## src/rtl/fetch_stage_if.sv

```systemverilog
// rtl/fetch_stage_if.sv - fetch stage memory, redirect and decode handshake bundle
interface fetch_stage_if;
  logic        imem_en;
  logic [31:0] imem_addr;
  logic [31:0] imem_rdata;
  logic        redirect_valid;
  logic [31:0] redirect_pc;
  logic        dec_ready;
  logic        dec_valid;
  logic [31:0] dec_inst;
  logic [31:0] dec_pc;

  // fetch stage side
  modport master (
    output imem_en, imem_addr, dec_valid, dec_inst, dec_pc,
    input  imem_rdata, redirect_valid, redirect_pc, dec_ready
  );

  // memory / execute / decode side
  modport slave (
    input  imem_en, imem_addr, dec_valid, dec_inst, dec_pc,
    output imem_rdata, redirect_valid, redirect_pc, dec_ready
  );
endinterface

```

## src/rtl/fetch_stage.sv

```systemverilog
// rtl/fetch_stage.sv - PC owner, instruction memory reader and 2-entry decode buffer
module fetch_stage #(
  parameter logic [31:0] RESET_PC = 32'h4000_0000,
  parameter logic [31:0] NOP_INST = 32'h0000_0013
) (
  input logic         clk,
  input logic         rst_n,
  fetch_stage_if.master bus
);

  logic [31:0] fetch_pc;
  logic [31:0] pending_pc;
  logic        pending;
  logic        kill;
  logic [1:0]  count;
  logic [31:0] inst_q [2];
  logic [31:0] pc_q   [2];

  logic        flush;
  logic        head_valid;
  logic        deq;
  logic        issue;
  logic        push;
  logic [2:0]  occupancy;
  logic [31:0] target;

  // Issue, dequeue and head presentation; a redirect overrides everything in its cycle
  always_comb begin
    target        = bus.redirect_pc & 32'hFFFF_FFFC;
    flush         = rst_n & bus.redirect_valid;
    head_valid    = rst_n & (count != 2'd0) & ~bus.redirect_valid;
    deq           = head_valid & bus.dec_ready;
    // Slots already claimed once this cycle's dequeue leaves; keeps the FIFO from overflowing
    occupancy     = {1'b0, count} + {2'b00, pending} - {2'b00, deq};
    issue         = rst_n & (flush | (occupancy < 3'd2));
    // Responses arriving in a redirect cycle belong to the old path and are dropped here
    push          = rst_n & pending & ~kill & ~bus.redirect_valid;
    bus.imem_en   = issue;
    bus.imem_addr = flush ? target : fetch_pc;
    bus.dec_valid = head_valid;
    bus.dec_inst  = head_valid ? inst_q[0] : NOP_INST;
    bus.dec_pc    = head_valid ? pc_q[0] : 32'h0000_0000;
  end

  // PC, in-flight tracking and FIFO update
  always_ff @(posedge clk) begin
    if (!rst_n) begin
      fetch_pc   <= RESET_PC;
      pending_pc <= RESET_PC;
      pending    <= 1'b0;
      kill       <= 1'b0;
      count      <= 2'd0;
    end else if (flush) begin
      count      <= 2'd0;
      pending    <= 1'b1;
      pending_pc <= target;
      fetch_pc   <= target + 32'd4;
      kill       <= 1'b0;
    end else begin
      // Old-path data is discarded combinationally, so kill never has to outlive a cycle
      kill    <= 1'b0;
      pending <= issue;
      if (issue) begin
        pending_pc <= fetch_pc;
        fetch_pc   <= fetch_pc + 32'd4;
      end
      case ({push, deq})
        2'b10: begin
          inst_q[count[0]] <= bus.imem_rdata;
          pc_q[count[0]]   <= pending_pc;
          count            <= count + 2'd1;
        end
        2'b01: begin
          inst_q[0] <= inst_q[1];
          pc_q[0]   <= pc_q[1];
          count     <= count - 2'd1;
        end
        2'b11: begin
          if (count == 2'd1) begin
            inst_q[0] <= bus.imem_rdata;
            pc_q[0]   <= pending_pc;
          end else begin
            inst_q[0] <= inst_q[1];
            pc_q[0]   <= pc_q[1];
            inst_q[1] <= bus.imem_rdata;
            pc_q[1]   <= pending_pc;
          end
        end
        default: ;
      endcase
    end
  end

endmodule
```

## src/flat_wrapper.sv

```systemverilog
// flat-port wrapper written by rule: the top's interface ports become plain ports
module fetch_stage_flat 
#(
  parameter logic [31:0] RESET_PC = 32'h4000_0000,
  parameter logic [31:0] NOP_INST = 32'h0000_0013
)
  (clk, rst_n, bus_imem_en, bus_imem_addr, bus_dec_valid, bus_dec_inst, bus_dec_pc, bus_imem_rdata, bus_redirect_valid, bus_redirect_pc, bus_dec_ready);
  fetch_stage_if bus_i ();
  input logic clk;
  input logic rst_n;
  output wire logic [$bits(bus_i.imem_en)-1:0] bus_imem_en;
  output wire logic [$bits(bus_i.imem_addr)-1:0] bus_imem_addr;
  output wire logic [$bits(bus_i.dec_valid)-1:0] bus_dec_valid;
  output wire logic [$bits(bus_i.dec_inst)-1:0] bus_dec_inst;
  output wire logic [$bits(bus_i.dec_pc)-1:0] bus_dec_pc;
  input wire logic [$bits(bus_i.imem_rdata)-1:0] bus_imem_rdata;
  input wire logic [$bits(bus_i.redirect_valid)-1:0] bus_redirect_valid;
  input wire logic [$bits(bus_i.redirect_pc)-1:0] bus_redirect_pc;
  input wire logic [$bits(bus_i.dec_ready)-1:0] bus_dec_ready;
  assign bus_imem_en = bus_i.imem_en;
  assign bus_imem_addr = bus_i.imem_addr;
  assign bus_dec_valid = bus_i.dec_valid;
  assign bus_dec_inst = bus_i.dec_inst;
  assign bus_dec_pc = bus_i.dec_pc;
  assign bus_i.imem_rdata = bus_imem_rdata;
  assign bus_i.redirect_valid = bus_redirect_valid;
  assign bus_i.redirect_pc = bus_redirect_pc;
  assign bus_i.dec_ready = bus_dec_ready;
  fetch_stage #(.RESET_PC(RESET_PC), .NOP_INST(NOP_INST)) u_core (.clk(clk), .rst_n(rst_n), .bus(bus_i));
endmodule
```

## config.mk

```make
export PLATFORM = sky130hd
export DESIGN_NAME = fetch_stage_flat
export DESIGN_NICKNAME = d
export VERILOG_FILES = /design/src/rtl/fetch_stage_if.sv /design/src/rtl/fetch_stage.sv /design/src/flat_wrapper.sv
export SDC_FILE = /design/constraint.sdc
export NUM_CORES = 1
export LEC_CHECK = 0
export BUFFER_PORTS_ARGS = -buffer_cell sky130_fd_sc_hd__buf_2
export CAP_MARGIN = 20
export CORE_MARGIN = 2
export CORE_UTILIZATION = 25
export CTS_BUF_LIST = sky130_fd_sc_hd__clkbuf_8
export CTS_CLUSTER_DIAMETER = 150
export DETAILED_ROUTE_END_ITERATION = 12
export HOLD_SLACK_MARGIN = 0.12
export PLACE_DENSITY = 0.48
export SLEW_MARGIN = 5
export SYNTH_ARGS = -nofsm -noshare
export SYNTH_HDL_FRONTEND = slang
export SYNTH_SLANG_ARGS = --single-unit
```

## constraint.sdc

```tcl
create_clock -name clk -period 5.55 [get_ports clk]
set_clock_uncertainty 0.1 [all_clocks]
set_input_delay 1.11 -clock clk [delete_from_list [all_inputs] [get_ports clk]]
set_output_delay 1.11 -clock clk [all_outputs]
set_load 0.01 [all_outputs]
```

Yosys cells after proc, flatten, opt, wreduce, memory -nomap -nowiden. Memory sizes are Yosys's and may differ from the RTL's. Cells that the tools add are included.

Register bits after elaboration: 67. RAM bits: 128. Bits of input ports: 68. Output and inout bits: 98. Word-level logic and storage cells: 75. Memories: 2.

Memory list: u_core.inst_q (depth 2, bits a word 32, read ports 2, clocked after Yosys merged registers in 0, write ports 2, line fetch_stage.sv:16) `logic [31:0] inst_q [2];`; u_core.pc_q (depth 2, bits a word 32, read ports 2, clocked after Yosys merged registers in 0, write ports 2, line fetch_stage.sv:17) `logic [31:0] pc_q [2];`.

Add/sub/neg operators: 6. Order comparisons: 1. Equal/unequal tests: 4. Multiplexer cells: 37. Bitwise logic cells: 14. Reductions and logical operators: 6.

Operator list (count): 2-to-1 mux 32 bit (13); adder 32 x 3 -> 32 bit (second input constant) (2); OR reduction 32 bit (2); 2-to-1 mux 1 bit (23); AND 1 bit (7); nonzero test 2 bit (3); OR 1 bit (5); equality test 2 x 1 -> 1 bit (second input constant) (2); equality test 2 bit (second input constant) (2); case mux 2 bit (2 select lines) (1); adder 2 x 1 -> 3 bit (1); < comparator 3 x 2 -> 1 bit (second input constant) (1); subtractor 3 x 1 -> 3 bit (1); adder 2 x 1 -> 2 bit (second input constant) (1); inverter 1 bit (2); OR reduction 2 bit (1); subtractor 2 x 1 -> 2 bit (second input constant) (1).

Logic depth before layout (Yosys ltp).
Word-level depth: 13. Mapped depth: 17. Depth with buffers taken out: 14.

Worst setup path after synthesis. Ideal clock, no wire load.

Path type: input port to flip-flop. From: input port bus_redirect_valid. To: memory u_core.inst_q[1][0], enable pin. Setup time: 502 ps. Arrival time: 5407 ps. Required time: 4948 ps. Setup slack: -460 ps. Stages: 9. Path buffers: 2. Cells stage by stage: nand2b_1 clkbuf_1 nor2_1 clkbuf_1 nand2_1 inv_1 ha_1 nand2b_1 a21oi_1.

RTL lines: start, declared (line flat_wrapper.sv:17) `input wire logic [$bits(bus_i.redirect_valid)-1:0] bus_redirect_valid;`; end, declared (line fetch_stage.sv:16).

Final worst setup path.
From: input port bus_redirect_valid. To: output port bus_imem_en.

Longest elaborated chain between the ends: 7. Elaborated cells on any way between the ends: 8. Those cells by class: add/sub: 1; order compare: 1; bitwise: 6.

RTL lines: inverter 1 bit (line fetch_stage.sv:31) `head_valid = rst_n & (count != 2'd0) & ~bus.redirect_valid;`; AND 1 bit (line fetch_stage.sv:31); AND 1 bit (line fetch_stage.sv:32) `deq = head_valid & bus.dec_ready;`; subtractor 3 x 1 -> 3 bit (line fetch_stage.sv:34) `occupancy = {1'b0, count} + {2'b00, pending} - {2'b00, deq};`; < comparator 3 x 2 -> 1 bit (line fetch_stage.sv:35) `issue = rst_n & (flush | (occupancy < 3'd2));`; OR 1 bit * (line fetch_stage.sv:35); AND 1 bit * (line fetch_stage.sv:35); end, declared (line flat_wrapper.sv:11) `output wire logic [$bits(bus_i.imem_en)-1:0] bus_imem_en;`.

Every way passes the cells marked *; elsewhere a longest branch is shown, timed or not.

==> results.ini <==
[clock_tree]
cts_root_buf=clkbuf_8
cts_max_level=4
ctsResizeCount=0
hold_buffers=0
tritoncts=done
post_cts_buffers=0
clock-sinks=187
cts_inserted_buffers=17
clock_path_buffers=2
clk_pin_slew_ns=0.09
clk_latency_ns=0.47

[worst_hold_path]
hp-class=reg -> reg

[global_route]
gr-usage-met1=0.172
grt.met3_usage=0.0341
grt.busiest_layer=met2
grt_overflow=0
grtUsageTotal=0.128
antenna_found_initial=0
grt_pass1_vias=5899
grt_pass1_wl_um=35300
use_met2=0.201
grt_max_degree=89

[critical_path]
critPathCaptureType=output port
arrival_ns=3.47
r2r_setup_slack_ns=1.81
startpoint_type=input pin
worst-setup-path-type=in -> out
required_ns=4.34
crit_fanout=6

[run]
max_cap_viol_count=0

[drt]
drt_iter0_drc=226
drc=0
routedWlPerCell_um=17.0
dr.pass1.iters=4
wirelength_um=23200
postRouteAntennaNets=0
vias_per_cell=4.48
routed-via-count=6139

[synth]
yosysSeqAreaShare=0.567
synth_cells=762
avgSynthCellArea_um2=11.5
synth_seq_cells=187
yosys_warnings=0
yosys.area_share.simple=0.179
synth_top_flop_cell=edfxtp_1
synth_fa_ha_area_frac=0.0122
synth-edff-count=124
ys_types=63
synth_compound_area_frac=0.0709
synthMuxAreaShare=0.111
async_flop_share=0
synth_top_family_by_area=simple AND/OR/NAND/NOR gates
synthXorXnorAreaFrac=0.0159
synth_area_mm2=0.00879

[power_and_ir_drop]
irDropWorstVdd_uv=148
total_power_w=0.00265
power_density_mw_per_mm2=256
p_leak_nw=4.03

[placement]
place.gp.congestion=0.783
dp.final_hpwl_um=15900
port_buffers=159
pre_cts_ws_ns=0.832

[timing]
fin_ws_ns=0.866
hold_violations=0
fin_crit_sh=0.844
layout_min_cycle_time_ns=4.68
tightest_slew_ns=1.07
rsz0062_at_grt=false
fin_setup_tns_ns=0
slew_headroom=0.285
maxSlewViolCount=0
fmax_mhz=214
setup_viol=0

[final_layout]
syn2layout_area_growth_pct=17.9
final_cell_mix=159 x buf_2, 124 x edfxtp_1, 88 x nand2_1
drive_gt1_frac=0.317
antenna_cells=0
final_common_cell=buf_2
nets=979

[floorplan]
coreArea_mm2=0.0345
dieWidth_um=192
die_area_mm2=0.0367
row_count=68
initial_core_util=0.254
ios=166
die_y_um=192

[status]
status=finished clean

==> Yosys cell counts (all sizes together) (4+ instances only) <==
cell type	n	area (um2)
or3	4	25.0
edfxtp	124	3720
inv	27	101
nand4	34	234
o21ai	20	153
nand2	89	337
a211oi	21	163
nor2	49	184
buf	28	193
a21oi	20	100
nor3	17	95.1
nor4	8	71.3
mux2	68	785
or4	4	30.0
clkbuf	24	90.1
dfxtp	63	1260
ha	7	87.6
xnor2	13	114
nand3	22	110
and2	60	378
mux2i	19	190
o221ai	4	35.0
==> final timing paths <==
| path | cells after the start | end | start |
|---|---|---|---|
| worst max-delay path | 14 | bus_imem_en | bus_redirect_valid |
| worst min-delay path | 0 | u_core.pc_q[1][8] | u_core.pending_pc[8] |
| worst max register to register | 14 | u_core.fetch_pc[11] | u_core.count[0] |
| worst min register to register | 0 | u_core.pc_q[1][8] | u_core.pending_pc[8] |
==> critical path, cell delays in order <==
cell and delay (ns):
buf_2 0.12, nand2b_1 0.20, nor2_4 0.04, nand2_1 0.10, inv_1 0.08, ha_1 0.28
nor2_1 0.04, fa_1 0.37, xnor2_1 0.24, nor2_1 0.11, or2_2 0.29, nand2_1 0.22
inv_1 0.09, buf_2 0.16
==> flip-flops by register name, indices dropped and copies added (netlist names) <==
register	flops
u_core.count	2
u_core.fetch_pc	30
u_core.inst_q	64
u_core.pc_q	60
u_core.pending	1
u_core.pending_pc	30
==> per-layer routing <==
layer	routed length [um]	part of all wire	vias up
met5	0	0	-
met4	228	0.0098	0
met3	1310	0.056	14
met2	10500	0.45	142
met1	11200	0.48	2971
li1	-	-	3012
==> report_power, final <==
group / internal (W) / switching [W]
Combinational: 0.000119 / 0.000177
Clock: 0.000299 / 0.000499
Sequential: 0.00153 / 0.0000308
Total: 0.00195 / 0.000707
==> kinds of logic after synthesis <==
kind of cell	count (synthesis)
AO/OA/AOI/OAI	85
XOR/XNOR	16
adder cells (fa/ha/maj)	8
buffers and inverters	79
flip-flops	187
multiplexers	87
other	1
AND/OR/NAND/NOR	299
==> cell type report <==
cell class,instances,area [um2]
clock buffers,17,234
fillers,3668,24200
repair buffers,171,923
inverters,27,101
well taps,455,569
multi-input cells,499,3470
flip-flops and latches,187,4980
clock inverters,15,81.3
==> metrics by stage <==
step                      hold slack [ns]  cells   util  cell area (um2)
after global routing                0.384   1371  0.300            10400
after CTS                           0.368   1371  0.300            10400
after floorplan                     0.319    765      -             8800
final                               0.363   1371  0.300            10400
after global placement              0.343   1339  0.291            10000
after detailed placement            0.344   1339  0.291            10000
Power figures use the tool's default switching activity.
